$ cat src/rtl/pipeline_hazard_ctrl_pkg.sv
// Shared encodings for the pipeline hazard controller: FSM states and EX-stage forwarding selects.
package pipeline_hazard_ctrl_pkg;

    typedef enum logic [1:0] {
        RUN      = 2'd0,
        MEM_WAIT = 2'd1,
        TIMEOUT  = 2'd2
    } state_e;

    typedef enum logic [1:0] {
        FWD_RF  = 2'b00,
        FWD_WB  = 2'b01,
        FWD_MEM = 2'b10
    } fwd_e;

    // MEM result wins over WB result; register 0 is never forwarded.
    function automatic fwd_e fwd_select(
        input logic       mem_regwrite,
        input logic [4:0] mem_wn,
        input logic       wb_regwrite,
        input logic [4:0] wb_wn,
        input logic [4:0] src
    );
        if (mem_regwrite && (mem_wn != 5'd0) && (mem_wn == src)) begin
            return FWD_MEM;
        end else if (wb_regwrite && (wb_wn != 5'd0) && (wb_wn == src)) begin
            return FWD_WB;
        end
        return FWD_RF;
    endfunction

endpackage

$ cat src/rtl/pipeline_hazard_ctrl_if.sv
// Pipeline-side bundle of hazard inputs and register-control outputs.
interface pipeline_hazard_ctrl_if #(
    parameter int CNT_W = 16
);
    logic [4:0]       id_rs;
    logic [4:0]       id_rt;
    logic             id_uses_rt;
    logic [4:0]       ex_rs;
    logic [4:0]       ex_rt;
    logic             ex_memread;
    logic [4:0]       ex_wn;
    logic             ex_jump;
    logic             mem_regwrite;
    logic [4:0]       mem_wn;
    logic             wb_regwrite;
    logic [4:0]       wb_wn;
    logic             mem_req;
    logic             mem_ready;

    logic             pc_we;
    logic             ifid_we;
    logic             idex_we;
    logic             exmem_we;
    logic             memwb_we;
    logic             ifid_flush;
    logic             idex_flush;
    logic             exmem_flush;
    logic             memwb_flush;
    logic [1:0]       fwd_a;
    logic [1:0]       fwd_b;
    logic             mem_timeout;
    logic [1:0]       state;
    logic [CNT_W-1:0] stall_cycles;
    logic [CNT_W-1:0] flush_events;

    modport master (
        output id_rs, id_rt, id_uses_rt, ex_rs, ex_rt, ex_memread, ex_wn, ex_jump,
               mem_regwrite, mem_wn, wb_regwrite, wb_wn, mem_req, mem_ready,
        input  pc_we, ifid_we, idex_we, exmem_we, memwb_we,
               ifid_flush, idex_flush, exmem_flush, memwb_flush,
               fwd_a, fwd_b, mem_timeout, state, stall_cycles, flush_events
    );

    modport slave (
        input  id_rs, id_rt, id_uses_rt, ex_rs, ex_rt, ex_memread, ex_wn, ex_jump,
               mem_regwrite, mem_wn, wb_regwrite, wb_wn, mem_req, mem_ready,
        output pc_we, ifid_we, idex_we, exmem_we, memwb_we,
               ifid_flush, idex_flush, exmem_flush, memwb_flush,
               fwd_a, fwd_b, mem_timeout, state, stall_cycles, flush_events
    );

endinterface

$ cat src/rtl/pipeline_hazard_ctrl_sat_counter.sv
// Saturating up-counter with synchronous clear and increment enable.
module sat_counter #(
    parameter int W = 16
) (
    input  logic         clk,
    input  logic         clr,
    input  logic         inc,
    output logic [W-1:0] count
);
    logic [W-1:0] count_q;
    logic [W-1:0] count_d;

    always_comb begin
        count_d = count_q;
        if (clr) begin
            count_d = '0;
        end else if (inc && (count_q != '1)) begin
            count_d = count_q + W'(1);
        end
    end

    always_ff @(posedge clk) begin
        count_q <= count_d;
    end

    assign count = count_q;

endmodule

$ cat src/rtl/pipeline_hazard_ctrl.sv
// Pipeline register sequencer: stalls, flushes, memory-wait freeze with timeout,
// EX forwarding selects and saturating stall/flush counters.
module pipeline_hazard_ctrl
    import pipeline_hazard_ctrl_pkg::*;
#(
    parameter int MAX_WAIT = 16,
    parameter int CNT_W    = 16
) (
    input  logic                  clk,
    input  logic                  rst,
    pipeline_hazard_ctrl_if.slave hz
);
    localparam int WCNT_W = (MAX_WAIT > 1) ? $clog2(MAX_WAIT) : 1;

    state_e            state_q, state_d;
    logic [WCNT_W-1:0] wait_cnt_q, wait_cnt_d;
    logic              mem_timeout_q, mem_timeout_d;

    logic frozen;
    logic load_use;
    logic jump_applied;
    logic pc_we, ifid_we, idex_we, exmem_we, memwb_we;
    logic ifid_flush, idex_flush, exmem_flush, memwb_flush;
    logic [1:0] fwd_a, fwd_b;

    always_comb begin
        frozen   = (state_q == TIMEOUT) || (hz.mem_req && !hz.mem_ready);
        load_use = hz.ex_memread && (hz.ex_wn != 5'd0) &&
                   ((hz.ex_wn == hz.id_rs) || (hz.id_uses_rt && (hz.ex_wn == hz.id_rt)));

        pc_we        = 1'b1;
        ifid_we      = 1'b1;
        idex_we      = 1'b1;
        exmem_we     = 1'b1;
        memwb_we     = 1'b1;
        ifid_flush   = 1'b0;
        idex_flush   = 1'b0;
        exmem_flush  = 1'b0;
        memwb_flush  = 1'b0;
        jump_applied = 1'b0;

        // Freeze outranks jump: EX/MEM is held so the jump re-presents on release.
        if (rst) begin
            pc_we       = 1'b0;
            ifid_we     = 1'b0;
            idex_we     = 1'b0;
            exmem_we    = 1'b0;
            memwb_we    = 1'b0;
            ifid_flush  = 1'b1;
            idex_flush  = 1'b1;
            exmem_flush = 1'b1;
            memwb_flush = 1'b1;
        end else if (frozen) begin
            pc_we       = 1'b0;
            ifid_we     = 1'b0;
            idex_we     = 1'b0;
            exmem_we    = 1'b0;
            memwb_flush = 1'b1;
        end else if (hz.ex_jump) begin
            ifid_flush   = 1'b1;
            idex_flush   = 1'b1;
            jump_applied = 1'b1;
        end else if (load_use) begin
            pc_we      = 1'b0;
            ifid_we    = 1'b0;
            idex_flush = 1'b1;
        end

        if (rst) begin
            fwd_a = FWD_RF;
            fwd_b = FWD_RF;
        end else begin
            fwd_a = fwd_select(hz.mem_regwrite, hz.mem_wn, hz.wb_regwrite, hz.wb_wn, hz.ex_rs);
            fwd_b = fwd_select(hz.mem_regwrite, hz.mem_wn, hz.wb_regwrite, hz.wb_wn, hz.ex_rt);
        end
    end

    always_comb begin
        state_d       = state_q;
        wait_cnt_d    = wait_cnt_q;
        mem_timeout_d = mem_timeout_q;
        case (state_q)
            RUN: begin
                if (hz.mem_req && !hz.mem_ready) begin
                    state_d    = MEM_WAIT;
                    wait_cnt_d = '0;
                end
            end
            MEM_WAIT: begin
                if (hz.mem_ready) begin
                    state_d    = RUN;
                    wait_cnt_d = '0;
                end else if (wait_cnt_q == WCNT_W'(MAX_WAIT - 1)) begin
                    state_d       = TIMEOUT;
                    mem_timeout_d = 1'b1;
                end else begin
                    wait_cnt_d = wait_cnt_q + WCNT_W'(1);
                end
            end
            TIMEOUT: begin
                state_d = TIMEOUT;
            end
            default: begin
                state_d = RUN;
            end
        endcase
    end

    always_ff @(posedge clk) begin
        if (rst) begin
            state_q       <= RUN;
            wait_cnt_q    <= '0;
            mem_timeout_q <= 1'b0;
        end else begin
            state_q       <= state_d;
            wait_cnt_q    <= wait_cnt_d;
            mem_timeout_q <= mem_timeout_d;
        end
    end

    sat_counter #(.W(CNT_W)) u_stall_cnt (
        .clk   (clk),
        .clr   (rst),
        .inc   (!rst && !pc_we),
        .count (hz.stall_cycles)
    );

    sat_counter #(.W(CNT_W)) u_flush_cnt (
        .clk   (clk),
        .clr   (rst),
        .inc   (jump_applied),
        .count (hz.flush_events)
    );

    assign hz.pc_we       = pc_we;
    assign hz.ifid_we     = ifid_we;
    assign hz.idex_we     = idex_we;
    assign hz.exmem_we    = exmem_we;
    assign hz.memwb_we    = memwb_we;
    assign hz.ifid_flush  = ifid_flush;
    assign hz.idex_flush  = idex_flush;
    assign hz.exmem_flush = exmem_flush;
    assign hz.memwb_flush = memwb_flush;
    assign hz.fwd_a       = fwd_a;
    assign hz.fwd_b       = fwd_b;
    assign hz.mem_timeout = mem_timeout_q;
    assign hz.state       = state_q;

endmodule

$ cat src/flat_wrapper.sv
// flat-port wrapper written by rule: the top's interface ports become plain ports
module pipeline_hazard_ctrl_flat import pipeline_hazard_ctrl_pkg::*;
#(
    parameter int MAX_WAIT = 16,
    parameter int CNT_W    = 16
)
  (clk, rst, hz_id_rs, hz_id_rt, hz_id_uses_rt, hz_ex_rs, hz_ex_rt, hz_ex_memread, hz_ex_wn, hz_ex_jump, hz_mem_regwrite, hz_mem_wn, hz_wb_regwrite, hz_wb_wn, hz_mem_req, hz_mem_ready, hz_pc_we, hz_ifid_we, hz_idex_we, hz_exmem_we, hz_memwb_we, hz_ifid_flush, hz_idex_flush, hz_exmem_flush, hz_memwb_flush, hz_fwd_a, hz_fwd_b, hz_mem_timeout, hz_state, hz_stall_cycles, hz_flush_events);
  pipeline_hazard_ctrl_if #(.CNT_W(CNT_W)) hz_i ();
  input  logic clk;
  input  logic rst;
  input wire logic [$bits(hz_i.id_rs)-1:0] hz_id_rs;
  input wire logic [$bits(hz_i.id_rt)-1:0] hz_id_rt;
  input wire logic [$bits(hz_i.id_uses_rt)-1:0] hz_id_uses_rt;
  input wire logic [$bits(hz_i.ex_rs)-1:0] hz_ex_rs;
  input wire logic [$bits(hz_i.ex_rt)-1:0] hz_ex_rt;
  input wire logic [$bits(hz_i.ex_memread)-1:0] hz_ex_memread;
  input wire logic [$bits(hz_i.ex_wn)-1:0] hz_ex_wn;
  input wire logic [$bits(hz_i.ex_jump)-1:0] hz_ex_jump;
  input wire logic [$bits(hz_i.mem_regwrite)-1:0] hz_mem_regwrite;
  input wire logic [$bits(hz_i.mem_wn)-1:0] hz_mem_wn;
  input wire logic [$bits(hz_i.wb_regwrite)-1:0] hz_wb_regwrite;
  input wire logic [$bits(hz_i.wb_wn)-1:0] hz_wb_wn;
  input wire logic [$bits(hz_i.mem_req)-1:0] hz_mem_req;
  input wire logic [$bits(hz_i.mem_ready)-1:0] hz_mem_ready;
  output wire logic [$bits(hz_i.pc_we)-1:0] hz_pc_we;
  output wire logic [$bits(hz_i.ifid_we)-1:0] hz_ifid_we;
  output wire logic [$bits(hz_i.idex_we)-1:0] hz_idex_we;
  output wire logic [$bits(hz_i.exmem_we)-1:0] hz_exmem_we;
  output wire logic [$bits(hz_i.memwb_we)-1:0] hz_memwb_we;
  output wire logic [$bits(hz_i.ifid_flush)-1:0] hz_ifid_flush;
  output wire logic [$bits(hz_i.idex_flush)-1:0] hz_idex_flush;
  output wire logic [$bits(hz_i.exmem_flush)-1:0] hz_exmem_flush;
  output wire logic [$bits(hz_i.memwb_flush)-1:0] hz_memwb_flush;
  output wire logic [$bits(hz_i.fwd_a)-1:0] hz_fwd_a;
  output wire logic [$bits(hz_i.fwd_b)-1:0] hz_fwd_b;
  output wire logic [$bits(hz_i.mem_timeout)-1:0] hz_mem_timeout;
  output wire logic [$bits(hz_i.state)-1:0] hz_state;
  output wire logic [$bits(hz_i.stall_cycles)-1:0] hz_stall_cycles;
  output wire logic [$bits(hz_i.flush_events)-1:0] hz_flush_events;
  assign hz_i.id_rs = hz_id_rs;
  assign hz_i.id_rt = hz_id_rt;
  assign hz_i.id_uses_rt = hz_id_uses_rt;
  assign hz_i.ex_rs = hz_ex_rs;
  assign hz_i.ex_rt = hz_ex_rt;
  assign hz_i.ex_memread = hz_ex_memread;
  assign hz_i.ex_wn = hz_ex_wn;
  assign hz_i.ex_jump = hz_ex_jump;
  assign hz_i.mem_regwrite = hz_mem_regwrite;
  assign hz_i.mem_wn = hz_mem_wn;
  assign hz_i.wb_regwrite = hz_wb_regwrite;
  assign hz_i.wb_wn = hz_wb_wn;
  assign hz_i.mem_req = hz_mem_req;
  assign hz_i.mem_ready = hz_mem_ready;
  assign hz_pc_we = hz_i.pc_we;
  assign hz_ifid_we = hz_i.ifid_we;
  assign hz_idex_we = hz_i.idex_we;
  assign hz_exmem_we = hz_i.exmem_we;
  assign hz_memwb_we = hz_i.memwb_we;
  assign hz_ifid_flush = hz_i.ifid_flush;
  assign hz_idex_flush = hz_i.idex_flush;
  assign hz_exmem_flush = hz_i.exmem_flush;
  assign hz_memwb_flush = hz_i.memwb_flush;
  assign hz_fwd_a = hz_i.fwd_a;
  assign hz_fwd_b = hz_i.fwd_b;
  assign hz_mem_timeout = hz_i.mem_timeout;
  assign hz_state = hz_i.state;
  assign hz_stall_cycles = hz_i.stall_cycles;
  assign hz_flush_events = hz_i.flush_events;
  pipeline_hazard_ctrl #(.MAX_WAIT(MAX_WAIT), .CNT_W(CNT_W)) u_core (.clk(clk), .rst(rst), .hz(hz_i));
endmodule
$ cat config.mk
export PLATFORM = sky130hd
export DESIGN_NAME = pipeline_hazard_ctrl_flat
export DESIGN_NICKNAME = d
export VERILOG_FILES = /design/src/rtl/pipeline_hazard_ctrl_pkg.sv /design/src/rtl/pipeline_hazard_ctrl_if.sv /design/src/rtl/pipeline_hazard_ctrl_sat_counter.sv /design/src/rtl/pipeline_hazard_ctrl.sv /design/src/flat_wrapper.sv
export SDC_FILE = /design/constraint.sdc
export NUM_CORES = 1
export LEC_CHECK = 0
export ABC_CLOCK_PERIOD_IN_PS = 2260
export CORE_ASPECT_RATIO = 0.7
export CORE_UTILIZATION = 43
export DETAILED_ROUTE_END_ITERATION = 16
export GPL_ROUTABILITY_DRIVEN = 0
export HOLD_SLACK_MARGIN = 0.02
export PLACE_DENSITY_LB_ADDON = 0.2
export SLEW_MARGIN = 20
export SYNTH_ARGS = -nofsm -noshare
export SYNTH_HDL_FRONTEND = slang
export SYNTH_SLANG_ARGS = --single-unit
$ cat constraint.sdc
create_clock -name clk -period 2.26 [get_ports clk]
set_input_delay 0.452 -clock clk [delete_from_list [all_inputs] [get_ports clk]]
set_output_delay 0.452 -clock clk [all_outputs]
set_load 0.005 [all_outputs]
==> summary.txt <==
crit path max fanout: 2
CTS buffer count: 5
num rows: 21
Yosys top cell by area: dfxtp_1
Seq/Total Area, Yosys: 34.1%
WP data required: 1810 ps
H-tree levels: 2
Buffers on Ports: 91
Post-Synthesis Cells: 274
core outline area: 4940 um2
leading cell types in the layout, fill and taps excluded: 54 x clkdlybuf4s50_1, 42 x buf_4, 39 x dfxtp_1, 29 x nor2_1, 25 x xnor2_1
largest net degree at the start of global routing: 39
final slew viol count: 0
Async SR Flop Fraction: 0%
clk buf depth: 2
layout cell share with drive strength beyond 1: 20.7%
Ys Warns: 0
Unique masters post-synth: 45
worst min path class: flip-flop to flip-flop
Iter 0 DRT Violations: 58
IR drop worst, VDD: 0.349 mV
worst path arrival time: 1790 ps
Hold Buf Count CTS: 0
number of max-cap violations: 0
commonest non-fill, non-tap cell in the layout: clkdlybuf4s50_1
Synth Net Count: 321
P_leak: 0.00146 uW
initial antenna violation count: 0
syn_area_per_cell: 8.35 um2
Area Growth Syn to Fin: 61.8%
setup TNS: 0 ps
Tot GR Track Use: 23.6%
Setup violations, final: 0
WS Path Type: input pin to output port
CTS tree: yes
Cells after DPL: 468
vias: 2461
Yosys reg bits: 39
DRC viols: 0
Post-synth EDFFs: 0
Mapped Area: 2290 um2
ANT nets after route: 0
DIE AREA: 5620 um2
Final Non-Filler Cells: 480
grt ovf: 0
Vias per Instance: 5.13
I/O Pins: 92
CP max stage cell: or4_4
worst path cell trace: buf_6, buf_6, xor2_1, or4_4, nor4_4, buf_2
diode count: 0
Die W: 89.2 um
Nets: 457
CP max stage delay: 560 ps
Critical Path Most Common Cell: buf_6
Max-slew headroom: 75.0%
fin worst setup slack: 20.9 ps
CP Capture Type: output port
RSZ-0062 raised after global routing: true
Tcrit/Tclk final: 99.1%
Tightest Pin Transition: 375 ps
WL final: 6370 um
clock skew: 3.95 ps
WHS: 451 ps
final hold vios: 0
status: completed
first-pass GRT wire length: 10400 um
die height: 63.0 um
Synth top area share: 34.1%
fin crit period: 2240 ps
Max Freq: 447 MHz
Power per Cell Area: 436 nW/um2
number of global-route vias before repair: 2239
CTS Root Cell: clkbuf_8
largest cells by area after synthesis: dfxtp_1 34%, xnor2_1 9.6%, xor2_1 8.0%, nor2_1 4.9%, nand2_1 3.4%
Critical Path Start Type: input pin
Initial Util: 46.3%
DR WL/cell: 13.3 um
Post-DP HPWL: 4820 um
Place WS: -836 ps
commonest register cell after synthesis: dfxtp_1
final core area utilization: 74.9%
clk sinks: 39
Clock Latency Late Sink: 290 ps
Pre-antenna DRT Iters: 4
Clock transition at path regs: 70 ps
## final cells by class
cell class | instances | area, um2
Multi-Input combinational cell | 218 | 1460
Fill cell | 394 | 1240
Timing Repair Buffer | 138 | 1230
Sequential cell | 39 | 781
Tap cell | 69 | 86.3
Clock buffer | 6 | 82.6
Clock inverter | 2 | 35.0
Inverter | 8 | 30.0
## power breakdown
| group | leakage (uW) | switching (uW) | internal, uW |
|---|---|---|---|
| Sequential | 0.000315 | 8.61 | 694 |
| Combinational | 0.00108 | 130 | 181 |
| Clock | 0.0000612 | 243 | 357 |
## cells by family (layout without fill, tap and decap cells)
| kind of cell | Yosys count | count (layout) | synth area share [%] |
|---|---|---|---|
| DFF | 39 | 39 | 34.1 |
| AOI/OAI and AO/OA | 43 | 43 | 11.9 |
| xor gates and xnor gates | 46 | 46 | 17.6 |
| muxes | 6 | 6 | 2.90 |
| buffers and inverters | 17 | 154 | 4.32 |
| adders and majority gates | 3 | 3 | 1.64 |
| and+or+nand+nor | 120 | 120 | 27.5 |
## through the flow
step | area, um2 | power [uW]
final | 3700 | 1610
after global routing | 3700 | 1690
after CTS | 3700 | 1620
after detailed placement | 3550 | 1030
after global placement | 3550 | 1020
after floorplan | 2290 | 831
## critical path, delay by kind of cell
| kind | cells | cell delay [ps] |
|---|---|---|
| buffers and inverters | 3 | 350 |
| XOR/XNOR | 1 | 160 |
| AND/OR/NAND/NOR | 2 | 830 |
## state kept, by name, indices dropped and copies added, names as in the netlist
signal	cells
u_core.u_flush_cnt.count	16
u_core.u_stall_cnt.count	16
u_core.wait_cnt_q	4
u_core.hz.state	2
u_core.hz.mem_timeout	1
## worst paths after layout
kind | start | to | slack [ps] | depth (start not counted)
worst min register to register | u_core.hz.mem_timeout | u_core.hz.mem_timeout | 450 | 2
worst max-delay path | hz_wb_wn[3] | hz_fwd_a[0] | 20 | 6
worst min-delay path | u_core.hz.mem_timeout | u_core.hz.mem_timeout | 450 | 2
worst max register to register | u_core.hz.state[0] | u_core.u_stall_cnt.count[8] | 180 | 9
## layer usage
metal	track usage (%)	routed length, um
met5	0	0
met1	34.1	3080
met4	7.54	85
met3	4.23	271
met2	35.2	2930
## synthesized netlist by cell type, types with 2 or more instances
| cell | instances |
|---|---|
| dfxtp_1 | 39 |
| nand2b_1 | 2 |
| clkbuf_1 | 4 |
| a21oi_1 | 14 |
| buf_4 | 3 |
| xnor2_1 | 25 |
| inv_1 | 8 |
| or3_1 | 9 |
| nor4_1 | 5 |
| and4_1 | 5 |
| o31ai_1 | 2 |
| nand4_1 | 10 |
| o41ai_1 | 2 |
| or4_1 | 7 |
| nor2_1 | 30 |
| o21ai_0 | 12 |
| and3b_1 | 2 |
| mux2i_1 | 4 |
| and3_1 | 6 |
| nand2_1 | 21 |
| nor3_1 | 5 |
| ha_1 | 3 |
| nand3_1 | 14 |
| xor2_1 | 21 |
## what timing repair did
item | 4_1_cts | 5_1_grt
setup endpoints to repair | 15 | 8
pin swaps | 15 | 14
gates resized for setup | 87 | 12
setup buffers | 5 | 0
Note: power is estimated with default switching activity, not from simulation.
